<file path="config.mk">
export PLATFORM = sky130hd
export DESIGN_NAME = mm_tx_preempt_sched
export DESIGN_NICKNAME = d
export VERILOG_FILES = /design/src/rtl/mm_tx_pkg.sv /design/src/rtl/mm_tx_rem_cnt.sv /design/src/rtl/mm_tx_preempt_sched.sv
export SDC_FILE = /design/constraint.sdc
export NUM_CORES = 1
export LEC_CHECK = 0
export BUFFER_PORTS_ARGS = -buffer_cell sky130_fd_sc_hd__buf_2
export CAP_MARGIN = 10
export CORE_ASPECT_RATIO = 1.4
export CORE_MARGIN = 1.5
export CORE_UTILIZATION = 46
export CTS_CLUSTER_SIZE = 25
export DETAILED_ROUTE_END_ITERATION = 10
export PLACE_DENSITY = 0.73
export RECOVER_POWER = 100
export SYNTH_ARGS = -nofsm -noshare
export SYNTH_HDL_FRONTEND = slang
export SYNTH_SLANG_ARGS = --single-unit
</file>
<file path="constraint.sdc">
create_clock -name clk -period 1.95 [get_ports clk]
set_input_delay 0.39 -clock clk [delete_from_list [all_inputs] [get_ports clk]]
set_output_delay 0.39 -clock clk [all_outputs]
set_load 0.02 [all_outputs]
</file>
<file path="src/rtl/mm_tx_pkg.sv">
// Shared definitions for the MAC Merge transmit scheduler.
//   sched_state_e  : scheduler states, encoded as exposed on sched_state
//   MIN_FRAME      : default minimum fragment size in bytes (FCS/mCRC included)
//   MCRC_BYTES     : size of the mCRC that closes a preempted fragment
//   LEN_W          : default width of frame length / fragment byte counts
//   min_frag_bytes : smallest fragment allowed before a preemption point
package mm_tx_pkg;

   localparam int MIN_FRAME  = 64;
   localparam int MCRC_BYTES = 4;
   localparam int LEN_W      = 11;

   typedef enum logic [2:0] {
      ST_IDLE      = 3'd0,
      ST_EXPRESS   = 3'd1,
      ST_PTX       = 3'd2,
      ST_PRE_REQ   = 3'd3,
      ST_PREEMPTED = 3'd4,
      ST_RESUME    = 3'd5
   } sched_state_e;

   // Fragment payload threshold: 60/124/188/252 for addFragSize 0..3 at 64-byte frames.
   function automatic int min_frag_bytes(input int min_frame, input logic [1:0] add_frag);
      return min_frame * (int'(add_frag) + 1) - MCRC_BYTES;
   endfunction

endpackage

</file>
<file path="src/rtl/mm_tx_rem_cnt.sv">
// Remaining-bytes counter for the preemptable frame in flight.
//   clk, reset_n   : byte clock, asynchronous active-low reset
//   load_i         : load load_val_i (frame accepted for transmission)
//   load_val_i     : frame length in bytes, FCS included
//   dec_i          : one preemptable byte sent
//   rem_ge_min_o   : remaining bytes still form a legal final fragment
module mm_tx_rem_cnt #(
   parameter int LEN_W     = 11,
   parameter int MIN_FRAME = 64
) (
   input  logic             clk,
   input  logic             reset_n,
   input  logic             load_i,
   input  logic [LEN_W-1:0] load_val_i,
   input  logic             dec_i,
   output logic             rem_ge_min_o
);

   logic [LEN_W-1:0] rem_q, rem_d;

   always_comb begin
      rem_d = rem_q;
      if (load_i) begin
         rem_d = load_val_i;
      end else if (dec_i && (rem_q != '0)) begin
         // Saturate at zero: stray byte strobes must not wrap the count.
         rem_d = rem_q - LEN_W'(1);
      end
   end

   always_ff @(posedge clk or negedge reset_n) begin
      if (!reset_n) begin
         rem_q <= '0;
      end else begin
         rem_q <= rem_d;
      end
   end

   assign rem_ge_min_o = (rem_q >= LEN_W'(MIN_FRAME));

endmodule

</file>
<file path="src/rtl/mm_tx_preempt_sched.sv">
// MAC Merge transmit scheduler: arbitrates express vs preemptable frames and
// decides when a preemptable frame may be cut (minimum fragment and minimum
// tail both respected), then sequences its resumption.
//   clk, reset_n          : byte clock, asynchronous active-low reset
//   e_req, e_done         : express frame queued (level) / complete (pulse)
//   p_req, p_len, p_done  : preemptable frame queued, its length, complete
//   frag_end              : preempted fragment closed with mCRC
//   byte_sent, frag_size  : preemptable byte strobe, current fragment size
//   p_allow, verify_ok    : preemption point allowed / preemption verified
//   add_frag_size         : fragment size multiplier minus one
//   hold_req              : scheduled-traffic hold request
//   e_tx, p_tx, hold, preempt : registered controls to the transmit process
//   sched_state           : current state (debug)
//   preempt_cnt           : saturating preemption count
module mm_tx_preempt_sched #(
   parameter int MIN_FRAME = mm_tx_pkg::MIN_FRAME,
   parameter int LEN_W     = mm_tx_pkg::LEN_W,
   parameter int CNT_W     = 16
) (
   input  logic             clk,
   input  logic             reset_n,
   input  logic             e_req,
   input  logic             e_done,
   input  logic             p_req,
   input  logic [LEN_W-1:0] p_len,
   input  logic             p_done,
   input  logic             frag_end,
   input  logic             byte_sent,
   input  logic [LEN_W-1:0] frag_size,
   input  logic             p_allow,
   input  logic             verify_ok,
   input  logic [1:0]       add_frag_size,
   input  logic             hold_req,
   output logic             e_tx,
   output logic             p_tx,
   output logic             hold,
   output logic             preempt,
   output logic [2:0]       sched_state,
   output logic [CNT_W-1:0] preempt_cnt
);

   import mm_tx_pkg::*;

   sched_state_e     state_q, state_d;
   logic             e_tx_q, e_tx_d;
   logic             p_tx_q, p_tx_d;
   logic             preempt_q, preempt_d;
   logic             hold_q, hold_d;
   logic             flight_q, flight_d;
   logic [CNT_W-1:0] cnt_q, cnt_d;

   logic [LEN_W-1:0] min_frag;
   logic             rem_ge_min;
   logic             can_pre;
   logic             load_rem;

   assign min_frag = LEN_W'(min_frag_bytes(MIN_FRAME, add_frag_size));
   assign can_pre  = verify_ok && p_allow && (frag_size >= min_frag) && rem_ge_min;
   assign hold_d   = hold_req && verify_ok;

   mm_tx_rem_cnt #(
      .LEN_W     (LEN_W),
      .MIN_FRAME (MIN_FRAME)
   ) u_rem_cnt (
      .clk          (clk),
      .reset_n      (reset_n),
      .load_i       (load_rem),
      .load_val_i   (p_len),
      .dec_i        (byte_sent),
      .rem_ge_min_o (rem_ge_min)
   );

   always_comb begin
      state_d  = state_q;
      cnt_d    = cnt_q;
      load_rem = 1'b0;
      case (state_q)
         ST_IDLE: begin
            if (e_req) begin
               state_d = ST_EXPRESS;
            end else if (p_req && !hold_d) begin
               state_d  = ST_PTX;
               load_rem = 1'b1;
            end
         end
         ST_EXPRESS: begin
            // A new request arriving with the completion keeps the express path busy.
            if (e_done && !e_req) state_d = ST_IDLE;
         end
         ST_PTX: begin
            if (p_done) begin
               state_d = ST_IDLE;
            end else if ((e_req || hold_d) && can_pre) begin
               state_d = ST_PRE_REQ;
            end
         end
         ST_PRE_REQ: begin
            if (frag_end) begin
               state_d = ST_PREEMPTED;
               if (cnt_q != '1) cnt_d = cnt_q + CNT_W'(1);
            end else if (p_done) begin
               state_d = ST_IDLE;
            end
         end
         ST_PREEMPTED: begin
            // Resume only once no express frame is queued or still on the wire.
            if (!e_req && !hold_d && !(flight_q && !e_done)) state_d = ST_RESUME;
         end
         ST_RESUME: begin
            if (e_req) begin
               state_d = ST_PREEMPTED;
            end else if (byte_sent) begin
               state_d = ST_PTX;
            end
         end
         default: state_d = ST_IDLE;
      endcase

      // Outputs are decoded from the next state so they register with it.
      e_tx_d    = (state_d == ST_EXPRESS) || ((state_d == ST_PREEMPTED) && e_req);
      p_tx_d    = (state_d == ST_PTX) || (state_d == ST_PRE_REQ) ||
                  (state_d == ST_PREEMPTED) || (state_d == ST_RESUME);
      preempt_d = (state_d == ST_PRE_REQ);
      flight_d  = (state_d == ST_PREEMPTED) && (e_req || (flight_q && !e_done));
   end

   always_ff @(posedge clk or negedge reset_n) begin
      if (!reset_n) begin
         state_q   <= ST_IDLE;
         e_tx_q    <= 1'b0;
         p_tx_q    <= 1'b0;
         preempt_q <= 1'b0;
         hold_q    <= 1'b0;
         flight_q  <= 1'b0;
         cnt_q     <= '0;
      end else begin
         state_q   <= state_d;
         e_tx_q    <= e_tx_d;
         p_tx_q    <= p_tx_d;
         preempt_q <= preempt_d;
         hold_q    <= hold_d;
         flight_q  <= flight_d;
         cnt_q     <= cnt_d;
      end
   end

   assign e_tx        = e_tx_q;
   assign p_tx        = p_tx_q;
   assign preempt     = preempt_q;
   assign hold        = hold_q;
   assign sched_state = state_q;
   assign preempt_cnt = cnt_q;

endmodule

</file>
==> flow_summary.toml, run 1 <==
[logic_synthesis]
synth-seq-cells = 35
synth-async-reset-ratio_pct = 100.0
synth_area_leader_cell = "dfrtp_1"
synth_compound_area_share_pct = 12.67
synth_cells = 201
yosys.area_share.simple_pct = 24.57
yosys-top-cells-area = "dfrtp_1 (45%), ha_1 (6.4%), xnor2_1 (5.3%)"
synth_top_area_share_pct = 44.56
synth_edf_count = 0
yosysSeqAreaShare_pct = 44.56
synthMuxAreaShare_pct = 2.228
synth_warnings = 0
syn_avg_cell_area_sq_um = 9.779
synth_top_flop_cell = "dfrtp_1"
ys_types = 46
synth_xor_area_share_pct = 7.129
syn_area_sq_um = 1966
synth_top_family_by_area = "simple AND/OR/NAND/NOR gates"
synth_adder_area_share_pct = 6.365

[routing]
post_drt_via_cell_ratio = 5.517
antenna_left = 0
routed_wl_um = 4309
first_iter_violations = 104
first_pass_iters = 7
drcViolationCount = 6
wire_per_inst_um = 13.26
vias = 1793

[min_path]
hold_path.class = "in2reg"
hp-start = "p_len[10]"

[timing]
slew_viol_final = 36
finalCriticalPeriod_ps = 1898
hold_viol = 0
tightest_slew_ps = 1537
fin_ws_ps = 52.31
fmax_mhz = 527.0
min_period_over_period_pct = 97.32
clock_skew_ps = 6.742
rsz0062_at_grt = "yes"
finalSetupViolCount = 0
timing.setup.tns_ps = 0
slew_headroom_pct = -2.460

[layout]
drive_above_1_share_pct = 26.24
final_cell_mix = "dfrtp_1 (35), buf_2 (32), clkbuf_1 (24)"
final_net_count = 326
antenna_cells = 0
synthToLayoutAreaGrowth_pct = 29.85
fin_area_sq_um = 2552
final_common_cell = "dfrtp_1"

[power_and_ir_drop]
clockPowerShare_pct = 24.6
p_int_mw = 1.808
seqPwrFrac_pct = 39.5
power_frac_comb_pct = 35.9
irDropWorstVdd_mv = 0.5821
power_density_nw_per_um2 = 1076
swShare_pct = 34.19
p_leak_nw = 1.185
p_switching_mw = 0.9392
power.total_mw = 2.747

[job]
maxCapViolations = 1

[floorplan]
die-area_sq_um = 4680
core_area_sq_um = 4020
die_w_um = 58.25
die_height_um = 80.35
std_cell_rows = 27
start_util_pct = 48.90
ioPinCount = 58

[setup_path]
worstPathArrival_ps = 2100
critPathKind = "reg2reg"
worst-endpoint-required_ps = 2150
cp-start-kind = "flip-flop"
endpoint_kind = "flip-flop"
crit_fanout = 7
critPathLaunch = "u_rem_cnt.rem_q[1]"
r2r-start = "u_rem_cnt.rem_q[1]"

[clock_network]
clk_path_buf_depth = 2
insertion_delay_ps = 290
postCtsSetupBuffers = 0
clkSlewWorstSetupHoldPaths_ps = 70
h-tree-depth = 2
cts_tree = "built"
cts_buffers = 5
cts.sinks = 35
cts-root-buf = "clkbuf_8"

[placement]
dpl.hpwl_um = 3238
place_congestion = 0.8305
dpl_cell_area_sq_um = 2454
place_ws_ps = -122.5
port_buffers = 55

[global_routing]
grt_usage_pct = 19.94
grt_pass1_vias = 1713
antenna_found_initial = 0
grt_pass1_wl_um = 7065
grt_max_degree = 36
grt-ovfl-total = 0

[run_status]
status = "finished with violations"
violations = "design-rule violations, max-capacitance violations, max-slew violations"
[routing by layer]
layer,global-route usage [%],wire [um]
met2,35.11,2250
met5,0,0
met1,22.03,1772
met4,9.535,80
met3,4.831,206
[through the flow]
stage | hold WS (ps) | cells | util (%)
after floorplan | 94.41 | 202 | -
after global placement | 365.4 | 317 | 61.03
after detailed placement | 367.2 | 317 | 61.03
after CTS | 55.64 | 325 | 64.15
after global routing | 308.5 | 325 | 63.49
final | 295.4 | 325 | 63.49
[sequential cells by signal (all words and copies together), names as in the netlist]
signal / cells
preempt_cnt: 16
u_rem_cnt.rem_q: 11
sched_state: 3
e_tx: 1
flight_q: 1
hold: 1
p_tx: 1
preempt: 1
[cell families (layout without fill, tap and decap cells)]
kind of cell	after synthesis	count (layout)
simple gates	85	85
compound gates	39	39
flops	35	35
xor+xnor	16	16
buf+inv	11	91
fa+ha+maj	10	10
mux	4	4
other cells	1	2
[cell type report]
type	instances	area (sq um)
Clock buffer	6	82.58
Inverter	6	22.52
Timing Repair Buffer	77	410.4
Tap cell	43	53.80
Sequential cell	35	875.8
Fill cell	356	1468
Clock inverter	2	35.03
Multi-Input combinational cell	156	1072
[worst max-delay path, cell delays in order (launching register included)]
cell     delay, ps
dfrtp_1        380
or4b_4         540
or2_4          270
or4_1          470
a31oi_1        170
[worst paths after layout]
kind / end / slack, ps / cells past startpoint
min: u_rem_cnt.rem_q[10] / 300 / 3
min in group asynchronous: preempt_cnt[4] / 660 / 2
min reg2reg: preempt_cnt[12] / 500 / 1
max reg2reg: u_rem_cnt.rem_q[9] / 50 / 4
max in group asynchronous: u_rem_cnt.rem_q[10] / 390 / 2
max: u_rem_cnt.rem_q[9] / 50 / 4
[Yosys cell counts (2+ instances only)]
library cell  instances
dfrtp_1              35
nand2_1              16
nor2_1               14
xnor2_1              12
ha_1                 10
nand3_1               9
a21oi_1               8
a31oi_1               8
o21ai_0               8
nand4_1               7
inv_1                 6
or3_1                 5
or4_1                 5
nor3_1                4
o31ai_1               4
xor2_1                4
and2_1                3
and3_1                3
buf_2                 3
mux2_2                3
nand2b_1              3
or3b_2                3
a211oi_1              2
a221oi_1              2
clkbuf_1              2
nor2b_1               2
[power by group through the flow]
stage | Sequential, mW | Combinational, mW | Clock, mW
floorplan | 1.17 | 0.509 | 0
global route | 1.12 | 1.10 | 0.716
CTS | 1.08 | 1.01 | 0.695
global placement | 1.08 | 0.966 | 0
finish | 1.09 | 0.986 | 0.675
detailed placement | 1.09 | 0.993 | 0
[what timing repair did]
action,in CTS,in global routing
setup endpoints to repair,5,6
hold buffers,0,0
pin swaps,1,2
gates resized for setup,3,5
Power figures use the tool's default switching activity.
==> run 2: changes to the inputs <==
- CORE_ASPECT_RATIO: 1.4 -> not set
==> flow_summary.toml, run 2 (synthesized netlist as in run 1, its figures left out) <==
[setup_path]
r2r-start = "u_rem_cnt.rem_q[2]"
crit_chain = "or4b_4, or2_4, or4_1, a31oi_1"
endpoint_kind = "flip-flop"
critPathKind = "reg2reg"
worst-endpoint-required_ps = 2160
cp-start-kind = "flip-flop"
rr_worst_depth = 4
worstPathArrival_ps = 2150
r2r_slack_ps = 10
reg2reg_to = "u_rem_cnt.rem_q[5]"
crit_fanout = 7
max_stage_delay_ps = 540
cp_slowest_cell = "or4b_4"

[timing]
timing.setup.tns_ps = 0
hold_slack_ps = 202.9
fmax_mhz = 516.0
slew_headroom_pct = 42.39
clock_skew_ps = 5.825
hold_viol = 0
finalSetupViolCount = 0
finalCriticalPeriod_ps = 1938
tightest_slew_ps = 864.2
slew_viol_final = 0
min_period_over_period_pct = 99.39

[routing]
antenna_left = 0
first_iter_violations = 45
vias = 1813
wire_per_inst_um = 12.79
first_pass_iters = 4
routed_wl_um = 4245
post_drt_via_cell_ratio = 5.461
drcViolationCount = 0

[global_routing]
grt-ovfl-total = 0
grt_pass1_vias = 1706
antenna_found_initial = 0
grt_max_degree = 36
grt_usage_pct = 19.90
grt_pass1_wl_um = 7017

[layout]
antenna_cells = 0
final_cell_mix = "dfrtp_1 (35), buf_2 (32), clkbuf_1 (27)"
fin_cells = 332
final_net_count = 327
n_fill_cell = 367
synthToLayoutAreaGrowth_pct = 27.94
final_common_cell = "dfrtp_1"
final-seq-area_sq_um = 875.8
final_util_pct = 61.98
largest_reg_flops = 16
multi_input_area_sq_um = 1067
drive_above_1_share_pct = 25.18

[placement]
placed_cells = 325
place_congestion = 0.8706
port_buffers = 55
dpl.hpwl_um = 3190

[clock_network]
clk_path_buf_depth = 2
hold_buffers = 0
postCtsSetupBuffers = 0
clkSlewWorstSetupHoldPaths_ps = 70
cts.sinks = 35
cts-root-buf = "clkbuf_8"
insertion_delay_ps = 290
h-tree-depth = 2
cts_buffers = 5
cts_tree = "built"

[floorplan]
die-area_sq_um = 4674
core_area_sq_um = 4058
die_w_um = 68.37
die_height_um = 68.37
ioPinCount = 58
std_cell_rows = 23
start_util_pct = 48.44

[power_and_ir_drop]
power.total_mw = 2.606
power_density_nw_per_um2 = 1036
irDropWorstVdd_mv = 0.5582
p_leak_nw = 1.151

[min_path]
hold_path.class = "in2async"

[job]
maxCapViolations = 0

[run_status]
status = "finished clean"
## run 2: changes by cell type in the layout (fill, tap and decap cells not counted), sizes merged
cell | previous run | this run
clkbuf | 32 | 36
bufinv | 1 | 0
dlymetal6s4s | 1 | 0
buf | 50 | 48
## run 2: worst max path at each step
stage                             startpoint            endpoint  slack [ps]  cells after the start
final                     u_rem_cnt.rem_q[2]  u_rem_cnt.rem_q[5]          10                      4
after detailed placement    add_frag_size[0]      sched_state[0]         -80                      9
after CTS                 u_rem_cnt.rem_q[1]  u_rem_cnt.rem_q[7]           1                      4
after global placement      add_frag_size[0]             preempt         -40                      9
after floorplan           u_rem_cnt.rem_q[4]  u_rem_cnt.rem_q[9]           6                      5
after global routing      u_rem_cnt.rem_q[2]  u_rem_cnt.rem_q[5]         -20                      4
## run 2: layout make-up
cell class | count | share of cell area [%]
Tap cell | 50 | 2.488
Clock buffer | 6 | 3.284
Multi-Input combinational cell | 156 | 42.44
Sequential cell | 35 | 34.83
Inverter | 6 | 0.8955
Timing Repair Buffer | 78 | 15.87
Clock inverter | 1 | 0.1990
## run 2: per-stage QoR
step	cell area (sq um)	worst slack (ps)
final	2515	11.90
after global routing	2515	-17.86
after global placement	2457	-36.05
after CTS	2552	1.246
after floorplan	1969	6.198
after detailed placement	2457	-78.87
## run 2: power by group
group	internal, mW	switching [mW]	leakage, nW	total (mW)
combinational	0.471	0.535	0.652	1.01
clock	0.277	0.257	0.0470	0.534
sequential	0.922	0.144	0.452	1.07
## run 2: timing repair
action                                 4_1_cts  5_1_grt
endpoints found under the hold margin        0        0
pin swaps                                    0        3
gates resized for setup                      3        5
setup endpoints to repair                    5        5
## run 2: metal layers
metal	share of wire (%)	GRT usage, %
met4	1.2	7.750
met5	0	0
met3	5.2	3.454
met2	49	35.80
met1	45	23.35
## run 2: critical path, delay by kind of cell, from the launching register on
| kind | cells | cell delay, ps |
|---|---|---|
| AND/OR/NAND/NOR | 3 | 1310 |
| AO/OA/AOI/OAI | 1 | 190 |
| flip-flops | 1 | 380 |
